`src/rtl/diff_bus_tx.sv`:
```
// rtl/diff_bus_tx.sv - framed LSB-first differential line transmitter with programmable bit period
//
// Serializes bytes accepted over a valid/ready handshake onto a differential
// pair. Each frame is LEAD, START, DATA_W data bits, STOP and TAIL, and each
// part lasts one bit period of (div_q+1) clocks. A byte accepted in the last
// STOP cycle chains straight into START, so LEAD and TAIL are skipped. Between
// frames both legs are released so the receiver's regenerative load holds
// the last level.
//
// Ports:
//   clk       clock; all state changes on its rising edge
//   rst_n     asynchronous active-low reset
//   div       bit period minus one, sampled only on an accept from IDLE
//   in_data   byte to send
//   in_valid  in_data is valid
//   in_ready  byte taken on a cycle with in_valid && in_ready (combinational)
//   txp       positive leg drive level (registered)
//   txn       negative leg drive level (registered)
//   tx_oe     pad output enable for both legs (registered)
//   busy      high whenever the FSM is not IDLE (registered)

module diff_bus_tx #(
    parameter int DATA_W = 8,
    parameter int DIV_W  = 8
) (
    input  logic              clk,
    input  logic              rst_n,
    input  logic [DIV_W-1:0]  div,
    input  logic [DATA_W-1:0] in_data,
    input  logic              in_valid,
    output logic              in_ready,
    output logic              txp,
    output logic              txn,
    output logic              tx_oe,
    output logic              busy
);

    localparam int IDX_W = (DATA_W > 1) ? $clog2(DATA_W) : 1;
    localparam logic [IDX_W-1:0] LAST_IDX = IDX_W'(DATA_W - 1);

    typedef enum logic [2:0] {
        S_IDLE,
        S_LEAD,
        S_START,
        S_DATA,
        S_STOP,
        S_TAIL
    } state_t;

    state_t            state;
    state_t            state_nx;
    logic [DIV_W-1:0]  timer;
    logic [DIV_W-1:0]  timer_nx;
    logic [DIV_W-1:0]  div_q;
    logic [DIV_W-1:0]  div_q_nx;
    logic [IDX_W-1:0]  idx;
    logic [IDX_W-1:0]  idx_nx;
    logic [DATA_W-1:0] shreg;
    logic [DATA_W-1:0] shreg_nx;
    logic              txp_nx;
    logic              txn_nx;
    logic              oe_nx;
    logic              busy_nx;
    logic              period_end;
    logic              accept;

    // Last clock of the current bit period.
    assign period_end = (timer == div_q);

    // Ready only depends on registered state, never on in_valid, so there is
    // no combinational path from in_valid back to in_ready.
    assign in_ready = (state == S_IDLE) || ((state == S_STOP) && period_end);
    assign accept   = in_ready && in_valid;

    // Next-state logic for the FSM, bit timer, bit index and shift register.
    always_comb begin
        state_nx = state;
        timer_nx = timer;
        div_q_nx = div_q;
        idx_nx   = idx;
        shreg_nx = shreg;

        if (state == S_IDLE) begin
            timer_nx = '0;
            idx_nx   = '0;
            if (accept) begin
                state_nx = S_LEAD;
                // The period is latched only here; chained frames keep it.
                div_q_nx = div;
                shreg_nx = in_data;
            end
        end else if (!period_end) begin
            timer_nx = timer + 1'b1;
        end else begin
            timer_nx = '0;
            case (state)
                S_LEAD: begin
                    state_nx = S_START;
                end
                S_START: begin
                    state_nx = S_DATA;
                    idx_nx   = '0;
                end
                S_DATA: begin
                    if (idx == LAST_IDX) begin
                        state_nx = S_STOP;
                    end else begin
                        idx_nx   = idx + 1'b1;
                        // Bit 0 of the shift register is always the bit on the line.
                        shreg_nx = shreg >> 1;
                    end
                end
                S_STOP: begin
                    if (accept) begin
                        state_nx = S_START;
                        shreg_nx = in_data;
                    end else begin
                        state_nx = S_TAIL;
                    end
                end
                S_TAIL: begin
                    state_nx = S_IDLE;
                end
                default: begin
                    state_nx = S_IDLE;
                end
            endcase
        end
    end

    // Line symbol for the next state. Registering it alongside the state keeps
    // the pad drive glitch-free and aligned with the state it belongs to.
    always_comb begin
        oe_nx   = 1'b1;
        busy_nx = 1'b1;
        txp_nx  = 1'b1;
        case (state_nx)
            S_IDLE: begin
                oe_nx   = 1'b0;
                busy_nx = 1'b0;
                txp_nx  = 1'b0;
            end
            S_START: txp_nx = 1'b0;
            S_DATA:  txp_nx = shreg_nx[0];
            default: txp_nx = 1'b1;
        endcase
        // txn is the complement only while driving, so both legs are never high.
        txn_nx = oe_nx & ~txp_nx;
    end

    always_ff @(posedge clk or negedge rst_n) begin
        if (!rst_n) begin
            state <= S_IDLE;
            timer <= '0;
            div_q <= '0;
            idx   <= '0;
            shreg <= '0;
            txp   <= 1'b0;
            txn   <= 1'b0;
            tx_oe <= 1'b0;
            busy  <= 1'b0;
        end else begin
            state <= state_nx;
            timer <= timer_nx;
            div_q <= div_q_nx;
            idx   <= idx_nx;
            shreg <= shreg_nx;
            txp   <= txp_nx;
            txn   <= txn_nx;
            tx_oe <= oe_nx;
            busy  <= busy_nx;
        end
    end

endmodule

```
`config.mk`:
```
export PLATFORM = sky130hd
export DESIGN_NAME = diff_bus_tx
export DESIGN_NICKNAME = d
export VERILOG_FILES = /design/src/rtl/diff_bus_tx.sv
export SDC_FILE = /design/constraint.sdc
export NUM_CORES = 1
export LEC_CHECK = 0
export CORE_MARGIN = 2
export CORE_UTILIZATION = 35
export DETAILED_ROUTE_END_ITERATION = 10
export GPL_TIMING_DRIVEN = 1
export SYNTH_ARGS = -nofsm -noshare
export SYNTH_HDL_FRONTEND = slang
export SYNTH_SLANG_ARGS = --single-unit
```
`constraint.sdc`:
```
create_clock -name clk -period 4.45 [get_ports clk]
set_clock_uncertainty 0.2 [all_clocks]
set_input_delay 1.335 -clock clk [delete_from_list [all_inputs] [get_ports clk]]
set_output_delay 1.335 -clock clk [all_outputs]
set_load 0.02 [all_outputs]
```
; Word level (Yosys, flattened, before mapping)
; Index checks and enable logic that the tools add are counted.
[totals]
register_bits = 33
in_bits = 19
out_inout_bits = 5
elab_cells = 53
[classes]
n_addsub = 2
n_eq_ne = 9
mux = 19
bitwise_logic = 2
n_reduce_logical = 12
[op_table]
columns = operator, count
row1 = $mux W8, 6
row2 = $mux W3, 8
row3 = $pmux W8 S2, 1
row4 = $eq A3 B2 Y1 const B, 4
row5 = $pmux W3 S4, 1
row6 = $add A8 B1 Y8 const B, 1
row7 = $eq A8 B8 Y1, 1
row8 = $eq A3 B3 Y1 const B, 2
row9 = $logic_not A3 Y1, 2
row10 = $pmux W3 S2, 1
row11 = $reduce_and A3 Y1, 2
row12 = $reduce_bool A3 Y1, 2
row13 = $add A3 B1 Y3 const B, 1
row14 = $eq A3 B1 Y1 const B, 1
row15 = $ne A3 B3 Y1 const B, 1
row16 = $logic_and A1 B1 Y1, 2
row17 = $pmux W1 S2, 1
row18 = $reduce_and A2 Y1, 1
row19 = $reduce_bool A2 Y1, 1
row20 = $reduce_or A2 Y1, 1
row21 = $and A1 B1 Y1, 1
row22 = $logic_or A1 B1 Y1, 1
row23 = $mux W1, 1
row24 = $not A1 Y1, 1

; Longest topological paths before layout
; Gate-level depths: netlist (run 1).
[depth]
word_depth = 13
depth_mapped = 8
mapped_depth_nobuf = 7

; Least setup slack after synthesis (run 1)
; No wires, ideal clock.
[synth_timing]
path_type = flip-flop to output port
startpoint = register timer[3]
endpoint = output in_ready
t_arrival_ns = 1.537
required_ns = 2.915
slack_ns = 1.378
path_stages_with_launch = 7
path_cell_list = dfrtp_1 -> xor2_1 -> nor4_2 -> and2_1 -> buf_6 -> o21ai_0 -> inv_1
[synth_via]
elab_chain_len = 3
[synth_rtl]
columns = item, line_no
row1 = from (decl), 52  ; logic [DIV_W-1:0] timer;
row2 = from (signal assigned), 164  ; timer <= timer_nx;
row3 = $eq A8 B8 Y1, 68  ; assign period_end = (timer == div_q);
row4 = $logic_and A1 B1 Y1, 72  ; assign in_ready = (state == S_IDLE) || ((state == S_STOP) && period_end);
row5 = $logic_or A1 B1 Y1, 72
row6 = to (decl), 31  ; output logic in_ready,
; Every way passes these cells.

; Worst setup path in the final report (run 1)
; Same ends and word-level chain as after synthesis.

==> summary.txt, run 1 <==
share of layout cells above drive strength 1 = 11.4%
CP endpoint kind = primary output
DIE AREA = 0.00520 mm²
Core ar. = 0.00441 mm²
async set or reset register ratio after synthesis = 100%
Top-Level Pins = 24
maximum vdd drop = 211 µV
Hold Path Stages = 2
register area share after synthesis = 50.9%
gr ovfl total = 0
Post-Syn Instances = 150
synthesized net count = 172
largest net degree at the start of global routing = 34
post-layout minimum cycle time = 4.13 ns
r2r endpoint = txp$_DFF_PN0_
Horiz. Die Dim = 72.1 µm
gr usage total = 13.5%
Tcrit/Tclk final = 92.7%
hpwl dp = 2320 µm
Hold Buf Count CTS = 0
status = complete, no violations
Arr. time, crit path = 2.59 ns
max-cap check violation count = 0
DP Cell Count = 219
commonest non-fill, non-tap cell in the layout = dfrtp_1
Synth Flop Type = dfrtp_1
clock slew at reported path FFs = 0.07 ns
Synth warnings = 0
Final Slew Violations = 0
fmax = 242 MHz
CP Launch Type = flip-flop
cts bufs inserted = 5
hold crit path type = reg -> reg
dpl cell area = 0.00189 mm²
Pwr Total = 1.09 mW
Synth area leaders = dfrtp_1 (51%), xor2_1 (7.0%), mux2_2 (5.6%), mux2i_1 (4.9%), nand2_1 (2.8%)
Rows = 24
Synth Area per Inst = 10.8 µm²
Hold Vio Cnt, Final = 0
drt first pass iters = 4
hold_sp = shreg[5]$_DFFE_PN0P_
Layout Cells excl Fill = 227
Sink Count = 33
leakage power total = 0.905 nW
Detailed Route Iter0 Violations = 66
Fill cells = 417
final-report setup violation count = 0
H-tree levels = 2
Hold Slack = 0.298 ns
DRC viols = 0
r2r setup slk = 1.88 ns
post-cts repair resize count = 0
CTS root buf = clkbuf_8
# diodes = 0
Worst Tran Pin Value = 0.492 ns
reg2reg start = idx[0]$_DFFE_PN0P_
Initial Utilization = 36.8%
nets = 196
antenna-violating nets left = 0
Yosys reg bits = 33
I/O Buffers = 23
required time of the critical path = 2.91 ns
crit path capture = in_ready
wire per inst = 13.9 µm
post-route cell area = 0.00200 mm²
vias in the first global route = 1119
first-pass GRT wire length = 5260 µm
Crit Path Class = reg -> out
post-synth top area share = 50.9%
mapped cell area = 0.00162 mm²
Reg2Reg Depth = 7
setup_tns = 0 ns
RSZ-0062 raised after global routing = false
clock tree buffer depth = 2
WL final = 3150 µm
cell taking the most area after synthesis = dfrtp_1
Slew HR = 67.2%
Cell variety after synth = 35
pwr dens = 544 mW/mm²
most frequent cells in the layout = dfrtp_1 (33), clkdlybuf4s50_1 (23), xor2_1 (13), nand2_1 (12), nor2_1 (10)
Via-to-Cell Ratio = 5.17
antenna violations before repair = 0
die height = 72.1 µm
area grow syn2layout = 23.4%
EDFF count, synth = 0
Clk Latency, worst-skew pair = 0.29 ns
Critical Path Start = timer[3]$_DFF_PN0_
Post-CTS Setup Inserts = 0
CTS tree = built
Via Count = 1173
critical path peak fanout = 9
GP Congestion = 0.854
-- power breakdown --
| group | switching [mW] | internal (mW) |
|---|---|---|
| Sequential | 0.0899 | 0.402 |
| Clock | 0.106 | 0.182 |
| Combinational | 0.159 | 0.150 |
-- registers in the layout, summed over array words and instances (netlist names) --
signal  flops
div_q       8
idx         3
txn         1
shreg       8
timer       8
txp         1
busy        1
state       3
-- kinds of logic (layout without fill, tap and decap cells) --
kind of cell	after synthesis	count (layout)	synth area share [%]
XOR/XNOR	14	14	7.56
AND/OR/NAND/NOR	43	43	13.8
adder cells (fa/ha/maj)	3	3	2.31
flip-flops	33	33	50.9
buffers and inverters	12	37	3.55
AO/OA/AOI/OAI	29	29	11.4
multiplexers	16	16	10.5
-- routing by layer --
metal / GRT usage (%) / wire length (µm) / up-vias
met1: 17.3 / 1470 / 554
met2: 20.5 / 1430 / 36
met3: 4.58 / 177 / 6
met5: 0 / 0 / -
met4: 6.29 / 66 / 0
li1: - / - / 577
-- Yosys cell counts, drive strengths merged (2+ instances only) --
cell type / count
dfrtp: 33
xor2: 13
nand2: 12
o21ai: 11
nor2: 10
mux2: 8
mux2i: 8
nand3: 7
a21oi: 5
and3: 5
clkbuf: 4
inv: 4
a31oi: 3
buf: 3
ha: 3
o211ai: 3
a22o: 2
nor4: 2
or3: 2
-- per-stage QoR --
step / utilization [%] / setup slack, ns
after floorplan: - / 1.38
after global placement: 42.7 / 0.668
after detailed placement: 42.7 / 0.609
after CTS: 45.4 / 0.293
after global routing: 45.4 / 0.132
final: 45.4 / 0.323
-- worst max-delay path, stage by stage, from the launching register on --
cell and delay (ns):
dfrtp_1 0.43, xor2_1 0.17, nor4_2 0.47, and2_1 0.39
o21ai_0 0.17, inv_1 0.08, clkdlybuf4s50_1 0.59
-- worst min-delay path by stage --
| stage | endpoint | slack, ns |
|---|---|---|
| floorplan | shreg[1]$_DFFE_PN0P_ | 0.25 |
| global placement | shreg[4]$_DFFE_PN0P_ | 0.27 |
| detailed placement | shreg[4]$_DFFE_PN0P_ | 0.29 |
| CTS | idx[0]$_DFFE_PN0P_ | 0.30 |
| global route | shreg[3]$_DFFE_PN0P_ | 0.33 |
| finish | shreg[4]$_DFFE_PN0P_ | 0.30 |
-- area by class of cell --
type / instances / area, µm² / area share [%]
multi-input cells: 105 / 739 / 36.9
clock buffers: 7 / 86.3 / 4.31
flip-flops and latches: 33 / 826 / 41.2
well taps: 52 / 65.1 / 3.25
clock inverters: 1 / 30.0 / 1.50
repair buffers: 24 / 238 / 11.9
inverters: 5 / 18.8 / 0.937
(Power assumes the default switching activity.)
==> run 2: changes to the inputs <==
- CTS_CLUSTER_SIZE: unset -> 28
- HOLD_SLACK_MARGIN: unset -> 0.03
==> results of run 2 <==
The final DEF is identical to that of run 1; final timing and power are the same.
